### config.mk
export PLATFORM = sky130hd
export DESIGN_NAME = run_controller
export DESIGN_NICKNAME = d
export VERILOG_FILES = /design/src/rtl/ctrl_pkg.sv /design/src/rtl/addr_walker.sv /design/src/rtl/run_controller.sv
export SDC_FILE = /design/constraint.sdc
export NUM_CORES = 1
export LEC_CHECK = 0
export CAP_MARGIN = 40
export CORE_MARGIN = 2
export CORE_UTILIZATION = 42
export CTS_CLUSTER_DIAMETER = 40
export CTS_CLUSTER_SIZE = 30
export DETAILED_ROUTE_END_ITERATION = 8
export GPL_ROUTABILITY_DRIVEN = 0
export GPL_TIMING_DRIVEN = 1
export HOLD_SLACK_MARGIN = 0.05
export PLACE_DENSITY_LB_ADDON = 0.12
export SYNTH_ARGS = -nofsm -noshare
export SYNTH_HDL_FRONTEND = slang
export SYNTH_SLANG_ARGS = --single-unit
### constraint.sdc
create_clock -name clk -period 5.3 [get_ports clk]
set_clock_uncertainty 0.15 [all_clocks]
set_input_delay 0.795 -clock clk [delete_from_list [all_inputs] [get_ports clk]]
set_output_delay 0.795 -clock clk [all_outputs]
set_load 0.01 [all_outputs]
### src/rtl/ctrl_pkg.sv
// Shared types and default sizing for the run controller and its helpers.
package ctrl_pkg;

    // Sequencer states for one harness-driven run of the core.
    typedef enum logic [2:0] {
        IDLE  = 3'd0,
        CLEAR = 3'd1,
        ARM   = 3'd2,
        RUN   = 3'd3,
        DONE  = 3'd4
    } run_state_t;

    // Default watchdog limit in RUN cycles and the counter width that covers it.
    localparam int DEF_TIMEOUT = 4096;
    localparam int DEF_CW      = 16;

endpackage

### src/rtl/addr_walker.sv
// Clearable up-counter that walks the data-memory address space during a clear.
// last flags the final word so the sequencer can leave CLEAR on that cycle.
module addr_walker
    import ctrl_pkg::*;
#(
    parameter int AW = 8
) (
    input  logic          clk,
    input  logic          reset,
    input  logic          clr,
    input  logic          en,
    output logic [AW-1:0] addr,
    output logic          last
);

    logic [AW-1:0] addr_r;

    // Address register: clear has priority over increment so an exit from
    // CLEAR always leaves the walker at word 0 for the next request.
    always_ff @(posedge clk) begin
        if (!reset) begin
            addr_r <= {AW{1'b0}};
        end else if (clr) begin
            addr_r <= {AW{1'b0}};
        end else if (en) begin
            addr_r <= addr_r + {{(AW-1){1'b0}}, 1'b1};
        end else begin
            addr_r <= addr_r;
        end
    end

    assign addr = addr_r;
    assign last = (addr_r == {AW{1'b1}});

endmodule

### src/rtl/run_controller.sv
// Run sequencer for the 8-bit core: clears data memory, releases the core
// from reset, times the run with a watchdog and reports done/timeout.
module run_controller
    import ctrl_pkg::*;
#(
    parameter int          AW      = 8,
    parameter int          DW      = 8,
    parameter logic [DW-1:0] CLR_VAL = {DW{1'b0}},
    parameter int          CLR_EN  = 1,
    parameter int          TIMEOUT = DEF_TIMEOUT,
    parameter int          CW      = DEF_CW
) (
    input  logic          clk,
    input  logic          reset,
    input  logic          req,
    input  logic          core_done,
    output logic          core_rst,
    output logic          mem_sel,
    output logic          init_wr_en,
    output logic [AW-1:0] init_addr,
    output logic [DW-1:0] init_dat,
    output logic          done,
    output logic          timeout,
    output logic [CW-1:0] cycles
);

    localparam logic [CW-1:0] TIMEOUT_LAST = CW'(TIMEOUT - 1);
    localparam logic [CW-1:0] TIMEOUT_VAL  = CW'(TIMEOUT);

    run_state_t    state_r;
    run_state_t    next_state_s;
    logic          req_q_r;
    logic [CW-1:0] cycles_r;
    logic          timeout_r;
    logic          done_r;
    logic          core_rst_r;
    logic          mem_sel_r;
    logic          init_wr_en_r;
    logic          walker_clr_s;
    logic          walker_en_s;
    logic [AW-1:0] walker_addr_s;
    logic          walker_last_s;

    // The walker is held at 0 on every edge that does not stay in CLEAR.
    assign walker_clr_s = (next_state_s != CLEAR);
    assign walker_en_s  = (state_r == CLEAR);

    addr_walker #(
        .AW (AW)
    ) u_addr_walker (
        .clk   (clk),
        .reset (reset),
        .clr   (walker_clr_s),
        .en    (walker_en_s),
        .addr  (walker_addr_s),
        .last  (walker_last_s)
    );

    // Start request is registered once; a run begins the edge after it is seen.
    always_ff @(posedge clk) begin
        if (!reset) begin
            req_q_r <= 1'b0;
        end else begin
            req_q_r <= req;
        end
    end

    // State register.
    always_ff @(posedge clk) begin
        if (!reset) begin
            state_r <= IDLE;
        end else begin
            state_r <= next_state_s;
        end
    end

    // Next-state logic; a dropped req aborts CLEAR/ARM/RUN, core_done beats the watchdog.
    always_comb begin
        next_state_s = state_r;
        case (state_r)
            IDLE: begin
                if (req_q_r) begin
                    if (CLR_EN != 0) begin
                        next_state_s = CLEAR;
                    end else begin
                        next_state_s = ARM;
                    end
                end else begin
                    next_state_s = IDLE;
                end
            end
            CLEAR: begin
                if (!req) begin
                    next_state_s = IDLE;
                end else if (walker_last_s) begin
                    next_state_s = ARM;
                end else begin
                    next_state_s = CLEAR;
                end
            end
            ARM: begin
                if (!req) begin
                    next_state_s = IDLE;
                end else begin
                    next_state_s = RUN;
                end
            end
            RUN: begin
                if (!req) begin
                    next_state_s = IDLE;
                end else if (core_done) begin
                    next_state_s = DONE;
                end else if (cycles_r == TIMEOUT_LAST) begin
                    next_state_s = DONE;
                end else begin
                    next_state_s = RUN;
                end
            end
            DONE: begin
                if (!req) begin
                    next_state_s = IDLE;
                end else begin
                    next_state_s = DONE;
                end
            end
            default: begin
                next_state_s = IDLE;
            end
        endcase
    end

    // Cycle counter and timeout flag: zeroed on ARM->RUN, saturate at TIMEOUT on the watchdog.
    always_ff @(posedge clk) begin
        if (!reset) begin
            cycles_r  <= {CW{1'b0}};
            timeout_r <= 1'b0;
        end else if ((state_r == ARM) && (next_state_s == RUN)) begin
            cycles_r  <= {CW{1'b0}};
            timeout_r <= 1'b0;
        end else if ((state_r == RUN) && (next_state_s == DONE) && !core_done) begin
            cycles_r  <= TIMEOUT_VAL;
            timeout_r <= 1'b1;
        end else if ((state_r == RUN) && (next_state_s == RUN)) begin
            cycles_r  <= cycles_r + {{(CW-1){1'b0}}, 1'b1};
            timeout_r <= timeout_r;
        end else begin
            cycles_r  <= cycles_r;
            timeout_r <= timeout_r;
        end
    end

    // Output registers loaded from the next state so they line up with state_r.
    always_ff @(posedge clk) begin
        if (!reset) begin
            core_rst_r   <= 1'b1;
            mem_sel_r    <= 1'b0;
            init_wr_en_r <= 1'b0;
            done_r       <= 1'b0;
        end else begin
            core_rst_r   <= (next_state_s != RUN);
            mem_sel_r    <= (next_state_s == CLEAR);
            init_wr_en_r <= (next_state_s == CLEAR);
            done_r       <= (next_state_s == DONE);
        end
    end

    assign core_rst   = core_rst_r;
    assign mem_sel    = mem_sel_r;
    assign init_wr_en = init_wr_en_r;
    assign init_addr  = walker_addr_s;
    assign init_dat   = CLR_VAL;
    assign done       = done_r;
    assign timeout    = timeout_r;
    assign cycles     = cycles_r;

endmodule

# After elaboration in Yosys (flattened, before gate mapping)
# Index checks and enable logic that the tools add are counted.
# word_totals
mem_bits_rw	0
wordCells	44
out_inout_bits	37
latchBits	0
romBits	0
ff_bits	32
mem_count	0
# classes
muxes	11
shifts	0
n_reduce_logical	10
div_mod_pow	0
mul	0
n_bitwise	1
n_eq_ne	11
add_sub_neg	2
order_cmp	0
# ops
cell	count
13-bit 2-to-1 mux	2
16-bit by 1-bit adder with 16-bit output, second input constant	1
16-bit by 12-bit == test with 1-bit output, second input constant	1
3-bit case mux with 5 select lines	1
3-bit 2-to-1 mux	4
3-bit by 2-bit == test with 1-bit output, second input constant	3
8-bit by 1-bit adder with 8-bit output, second input constant	1
8-bit == test, second input constant	1
3-bit by 1-bit == test with 1-bit output, second input constant	2
3-bit == test, second input constant	2
2-bit 2-to-1 mux	3
1-bit logical AND	4
2-bit OR reduction	2
3-bit logical NOT	1
3-bit by 1-bit inequality test with 1-bit output, second input constant	1
3-bit by 2-bit inequality test with 1-bit output, second input constant	1
3-bit OR reduction	1
2-bit nonzero test	1
1-bit logical NOT	1
1-bit 2-to-1 mux	1
1-bit NOT	1

# Logic depth before layout (Yosys ltp)
# Gate-level depths: netlist of the first run.
# logic_depth
ltp_word	9
depth_mapped	8
depth_no_buf	5

# Hierarchy
# A second synthesis of the first run with hierarchy kept.
# unflattened
hier_cells	180
area_unflattened_um2	1577.8
# by_module_without_submodules
mod	cells_each	n_inst	area_per_inst_um2	seq_area_each_um2
run_controller	140	1	1223.7	480.5
addr_walker	40	1	354.1	160.2

# Worst setup path before layout of the first run
# No wires, ideal clock.
# synth_path
path_type	input port to flip-flop
startpoint	in core_done
endpoint	reg cycles_r[11], in the netlist cycles[11]
t_arrival_ns	1.896
path_stages	4
setup_slack_ns	3.185
cell_sequence	nor3b_2 nand4_1 or4_1 a21oi_1
# synth_via
elab_chain_cells	7
word_cells_on_any_way	11
# synth_lines
element	line	source
start, declared	run_controller.sv:16	input logic core_done,
3-bit 2-to-1 mux	run_controller.sv:111	end else if (core_done) begin
3-bit 2-to-1 mux	run_controller.sv:109	if (!req) begin
3-bit case mux with 5 select lines	run_controller.sv:80	case (state_r)
3-bit == test	run_controller.sv:140	end else if ((state_r == RUN) && (next_state_s == DONE) && !core_done) begin
1-bit logical AND (2 in series)	run_controller.sv:140	
3-bit OR reduction (no source line)	-	
end signal, assigned	run_controller.sv:138	cycles_r <= {CW{1'b0}};
end signal, assigned	run_controller.sv:144	cycles_r <= cycles_r + {{(CW-1){1'b0}}, 1'b1};
end signal, assigned	run_controller.sv:147	cycles_r <= cycles_r;
end, declared	run_controller.sv:33	logic [CW-1:0] cycles_r;
# Several ways; a longest one is shown, not always the timed one.
# A chain may end at the register's enable or synchronous reset.

# Final worst setup path of the first run
# layout_path
startpoint	in req
endpoint	reg cycles_r[6], in the netlist cycles[6]
# layout_via
elab_chain_cells	6
word_cells_on_any_way	12
# layout_lines
element	line	source
start, declared	run_controller.sv:15	input logic req,
3-bit 2-to-1 mux (tied with other cells)	run_controller.sv:109	
3-bit case mux with 5 select lines *	run_controller.sv:80	
3-bit == test	run_controller.sv:140	
1-bit logical AND (2 in series)	run_controller.sv:140	
3-bit OR reduction (no source line)	-	
# Every way passes the cells marked *; elsewhere a longest branch is shown, timed or not.

==> reports/results.tsv, run 1 <==
stage	metric	value	unit
outcome	outcome	complete, no violations	
job	cap_violations	0	
routing	drt_iter0_markers	86	
die	core	0.00361	mm2
finish	multi_input_area	822	um2
grt	grtUsageTotal	0.181	
clocking	cts_setup_buffers	0	
routing	ant_nets	0	
setup_path	critPathTopFamily	buffers and inverters	
setup_path	cp.arrival	2830	ps
setup_path	startpoint_type	input pin	
power	power	0.494	mW
setup_path	critPathSlowestCell	clkdlybuf4s50_1	
finish	fillCellCount	344	
setup_path	cp.required	5320	ps
sta	fin_hold_ws	348	ps
finish	final_cell_area	0.00197	mm2
die	die_h	65.0	um
placement	place_area	0.00186	mm2
setup_path	r2r_start	cycles[0]	
finish	nets	218	
sta	tightest_slew	772	ps
routing	drc	0	
setup_path	r2r-end	state_r[2]	
clocking	clock_path_buffers	2	
setup_path	path_cells	clkdlybuf4s50_1, and2_0, nand2_1, o211ai_1, buf_4, a21oi_1	
finish	area_delta_synth_final	26.0	%
synth	synth-seq-cells	32	
die	die_w	65.0	um
power	peakVddDrop	0.000153	V
synth	syn_inst	180	
finish	post-route-util	0.545	
synth	yosysSeqAreaShare	0.411	
grt	antenna_found_initial	0	
placement	portBuffers	32	
setup_path	critPathMaxFanout	14	
clocking	cts_tree	done	
routing	firstDrtPassIters	4	
synth	syn_avg_cell_area	8.67	um2
setup_path	ff2ff_setup_slack	2980	ps
clocking	cts_resized	0	
setup_path	cp_num_buf_inv	2	
routing	vias_per_cell	5.49	
synth	ys_types	32	
placement	dp_hpwl	2.42	mm
die	ios	41	
finish	antennaDiodeCount	0	
sta	setup_tns	0	ps
routing	vias	1434	
setup_path	crit_type	input pin to flip-flop	
synth	synth-async-reset-ratio	0	
die	fp.dieArea	0.00422	mm2
routing	drt_wl_total	3.45	mm
sta	setup_viol	0	
placement	dpl_worst_slack	2230	ps
routing	wl_per_cell	13.2	um
hold_path	min_to	timeout	
die	initial_core_util	0.433	
synth	synth-edff-count	0	
grt	grt_pass1_vias	1290	
sta	finalWorstSetupSlack	2490	ps
clocking	holdBufCountCts	0	
synth	ys_warn_count	0	
clocking	cts-root-buf	clkbuf_8	
grt	grt_overflow	0	
clocking	htree_levels	2	
setup_path	crit_path_max_incr_delay	540	ps
sta	finalHoldViolCount	0	
sta	maxSlewHeadroom	0.486	
power	power_density	252	mW/mm2
sta	fin_crit_sh	0.530	
synth	synth_ff_type	dfxtp_1	
clocking	numCtsBuffers	5	
sta	clock.fmax	0.356	GHz
sta	slew_viol_final	0	
finish	regArea	641	um2
hold_path	hold_depth	2	
placement	dpl.cell_count	253	
grt	grt_pass1_wl	5.82	mm
synth	syn-cell-area	0.00156	mm2
sta	rsz0062_at_grt	false	
hold_path	holdCritPathClass	flip-flop to flip-flop	
grt	grt_max_degree	27	
finish	fin_cells	261	
power	leakage	0.666	nW
clocking	cts.sinks	32	
setup_path	endpoint_kind	flip-flop	
die	rows	22	
clocking	clkSlewWorstSetupHoldPaths	60	ps
setup_path	reg2regPathDepth	5	
clocking	clk_latency	290	ps
sta	period_minus_slack	2810	ps
hold_path	hold_start	timeout	
finish	drive_gt1_frac	0.0469	
-- sequential cells by signal (all words and copies together), names as in the netlist --
register and count:
init_wr_en 1, done 1, timeout 1, req_q_r 1, u_addr_walker.addr 8, state_r 3
cycles 16, core_rst 1
-- cells in the final DEF, fill, tap and decap left out, types with 4 or more instances in the layout --
cell type | synthesis | final
nand2_1 | 15 | 15
and2_1 | 4 | 4
dfxtp_1 | 32 | 32
nor2_1 | 12 | 12
nand4_1 | 11 | 11
or3_1 | 6 | 6
o21ai_0 | 9 | 9
and3_1 | 6 | 6
a21oi_1 | 17 | 17
clkbuf_8 | 0 | 5
clkdlybuf4s50_1 | 0 | 32
xor2_1 | 6 | 6
o31ai_1 | 10 | 10
or4_1 | 9 | 9
nand3_1 | 5 | 5
conb_1 | 1 | 8
-- per-layer routing --
metal  up-vias  global-route usage  part of all wire
met5         -                   0                 0
met4         0               0.112             0.025
met3         9              0.0434             0.036
met2        26               0.285              0.44
met1       682               0.223              0.50
li1        717                   -                 -
-- cells in the mapped netlist, types with 6 or more instances --
| cell type | number | share of area |
|---|---|---|
| o31ai_1 | 10 | 0.048 |
| buf_4 | 9 | 0.043 |
| nor2_1 | 12 | 0.029 |
| or4_1 | 9 | 0.043 |
| and3_1 | 6 | 0.024 |
| or3_1 | 6 | 0.024 |
| dfxtp_1 | 32 | 0.41 |
| o21ai_0 | 9 | 0.029 |
| xor2_1 | 6 | 0.034 |
| nand4_1 | 11 | 0.044 |
| nand2_1 | 15 | 0.036 |
| a21oi_1 | 17 | 0.055 |
-- tightest hold or removal path: stages (launching register included) --
cell     delay (ps)
dfxtp_1         340
a21oi_1          50
nor2_1           80
-- final cells by class --
type / count / share of cell area
inverters: 2 / 0.00382
clock buffers: 6 / 0.0369
flip-flops and latches: 32 / 0.326
repair buffers: 33 / 0.167
well taps: 48 / 0.0306
clock inverters: 2 / 0.0178
multi-input cells: 138 / 0.418
-- power breakdown --
group | switching [mW] | internal, mW | total (mW)
clock network | 0.0940 | 0.139 | 0.233
registers | 0.00118 | 0.242 | 0.243
logic | 0.0112 | 0.00678 | 0.0179
total | 0.106 | 0.388 | 0.494
-- worst max path at each step --
stage                          from          to  slack [ps]  cells past startpoint
after detailed placement        req   cycles[7]        2230                      6
final                           req   cycles[6]        2490                      6
after CTS                       req   cycles[6]        2520                      6
after global routing            req   cycles[7]        2340                      6
after floorplan           core_done  cycles[11]        3180                      4
after global placement          req  cycles[14]        2060                      5
-- kinds of logic (layout without fill, tap and decap cells) --
logic type / Yosys count / in the layout / synth area share
compound gates: 43 / 43 / 0.164
xor+xnor: 7 / 7 / 0.0393
fa+ha+maj: 2 / 2 / 0.0160
buf+inv: 17 / 43 / 0.0794
flops: 32 / 32 / 0.411
mux: 1 / 1 / 0.00642
other cells: 1 / 8 / 0.00240
simple gates: 77 / 77 / 0.281
No activity file was read; power rests on OpenSTA's default activity.
==> run 2: changes to the inputs <==
==> constraint.sdc (replaced) <==
create_clock -name clk -period 2.8 [get_ports clk]
set_clock_uncertainty 0.15 [all_clocks]
set_input_delay 0.42 -clock clk [delete_from_list [all_inputs] [get_ports clk]]
set_output_delay 0.42 -clock clk [all_outputs]
set_load 0.01 [all_outputs]
==> run 2 against run 1 <==
  * Cell count up 0.38%
  * Clock-buffer cell count grew 2
  * Sequential share of layout area grew 0.17 points
  * First-iteration DRC count is 24% lower
  * Register-to-register slack lost 2500 ps
  * Largest cell class unchanged
  * Highest routed layer unchanged
==> reports/results.tsv, run 2 (same netlist as run 1, synthesis figures left out) <==
stage	metric	value	unit	change
outcome	outcome	complete, no violations		
clocking	cts_setup_buffers	0		unchanged
routing	drt_iter0_markers	65		-24%
sta	fin_crit_sh	0.831		
sta	tightest_slew	746	ps	-25.1 ps
finish	antennaDiodeCount	0		unchanged
placement	dpl_worst_slack	273	ps	-1950 ps
sta	period_minus_slack	2330	ps	
grt	antenna_found_initial	0		unchanged
grt	grt_overflow	0		unchanged
clocking	clkSlewWorstSetupHoldPaths	70	ps	about the same
finish	regArea	641	um2	unchanged
grt	grt_max_degree	27		unchanged
hold_path	holdCritPathClass	flip-flop to flip-flop		
setup_path	cp.arrival	2380	ps	-450 ps
setup_path	crit_type	flip-flop to flip-flop		
sta	setup_viol	0		unchanged
finish	multi_input_area	822	um2	unchanged
clocking	clock_path_buffers	2		unchanged
routing	drt_wl_total	3.49	mm	+1.2%
finish	largest_reg_flops	16		unchanged
setup_path	startpoint_type	flip-flop		
die	core	0.00361	mm2	unchanged
routing	ant_nets	0		unchanged
clocking	numCtsBuffers	5		unchanged
setup_path	critPathSlowestCell	and4_1		
clocking	cts.sinks	32		unchanged
clocking	clk_latency	280	ps	about the same
clocking	htree_levels	2		unchanged
setup_path	reg2regPathDepth	5		unchanged
finish	nets	219		+0.46%
finish	fillCellCount	363		+5.5%
setup_path	path_cells	ha_1, and4_1, and4_1, o21ai_0, o22ai_1		
setup_path	critPathMaxFanout	26		+12
hold_path	hold_depth	2		unchanged
sta	clock.fmax	0.430	GHz	
routing	firstDrtPassIters	4		unchanged
sta	maxSlewHeadroom	0.502		+0.0167
setup_path	endpoint_kind	flip-flop		
setup_path	crit_path_max_incr_delay	720	ps	+180 ps
placement	portBuffers	32		unchanged
sta	slew_viol_final	0		unchanged
clocking	cts_tree	done		
die	die_h	65.0	um	unchanged
placement	dpl.cell_count	254		+0.40%
job	cap_violations	0		unchanged
power	power_density	441	mW/mm2	+75%
sta	setup_tns	0	ps	unchanged
power	leakage	0.661	nW	-0.80%
die	ios	41		unchanged
grt	grtUsageMet2	0.260		-0.0245
grt	met1_usage	0.233		+0.0101
routing	drc	0		unchanged
setup_path	cpMostUsedCell	and4_1		
die	die_w	65.0	um	unchanged
grt	grt_pass1_wl	5.73	mm	-1.6%
routing	vias	1442		+0.56%
finish	area_delta_synth_final	25.3	%	
die	rows	22		unchanged
sta	finalHoldViolCount	0		unchanged
grt	grtUsageTotal	0.176		-0.00559
finish	drive_gt1_frac	0.0467		-0.000219
sta	finalWorstSetupSlack	474	ps	-2020 ps
grt	grt_pass1_vias	1271		-1.5%
clocking	cts-root-buf	clkbuf_8		
clocking	holdBufCountCts	0		unchanged
placement	dp_hpwl	2.47	mm	+2.2%
grt	busiest_layer	met2		
routing	wl_per_cell	13.3	um	+0.83%
power	peakVddDrop	0.000251	V	+63%
die	fp.dieArea	0.00422	mm2	unchanged
finish	fin_cells	262		+0.38%
finish	final_cell_mix	dfxtp_1, clkdlybuf4s50_1, a21oi_1, nand2_1, nor2_1		
setup_path	cp.required	2860	ps	-2460 ps
clocking	cts_resized	0		unchanged
sta	rsz0062_at_grt	false		
grt	grt_util_met3	0.0625		+0.0191
routing	vias_per_cell	5.50		+0.17%
die	initial_core_util	0.433		unchanged
-- run 2: final timing paths --
kind                                 from    endpoint  slack, ps
worst max-delay path            cycles[1]  state_r[2]        470
worst min-delay path            cycles[3]   cycles[3]        360
worst max register to register  cycles[1]  state_r[2]        470
worst min register to register  cycles[3]   cycles[3]        360
-- run 2: layout make-up --
class / instances / area share
clock buffer: 8 / 0.0461
inverter: 2 / 0.00384
multi-input combinational: 138 / 0.420
sequential: 32 / 0.328
tap: 48 / 0.0307
timing repair buffer: 34 / 0.171
-- run 2: critical path, delay by kind of cell (launching register included) --
kind	cells	cell delay, ps
flops	1	410
simple gates	2	1010
compound gates	2	450
fa+ha+maj	1	230
-- run 2: through the flow --
stage / util / area [um2] / total power [mW] / hold WS, ps
after CTS: 0.542 / 1960 / 0.873 / 359
after floorplan: - / 1590 / 0.498 / 354
after detailed placement: 0.517 / 1870 / 0.505 / 344
after global placement: 0.517 / 1870 / 0.504 / 330
after global routing: 0.542 / 1960 / 0.896 / 394
final: 0.542 / 1960 / 0.863 / 359
-- run 2: layer usage --
metal	up-vias	routed length (um)
li1	716	-
met1	680	1670
met2	41	1610
met3	5	172
met4	0	48
met5	-	0
-- run 2: report_power, final --
group,switching (mW),internal (mW),leakage (nW)
Clock,0.167,0.200,0.0455
Combinational,0.0210,0.0138,0.357
Sequential,0.00244,0.458,0.258
Total,0.191,0.672,0.661
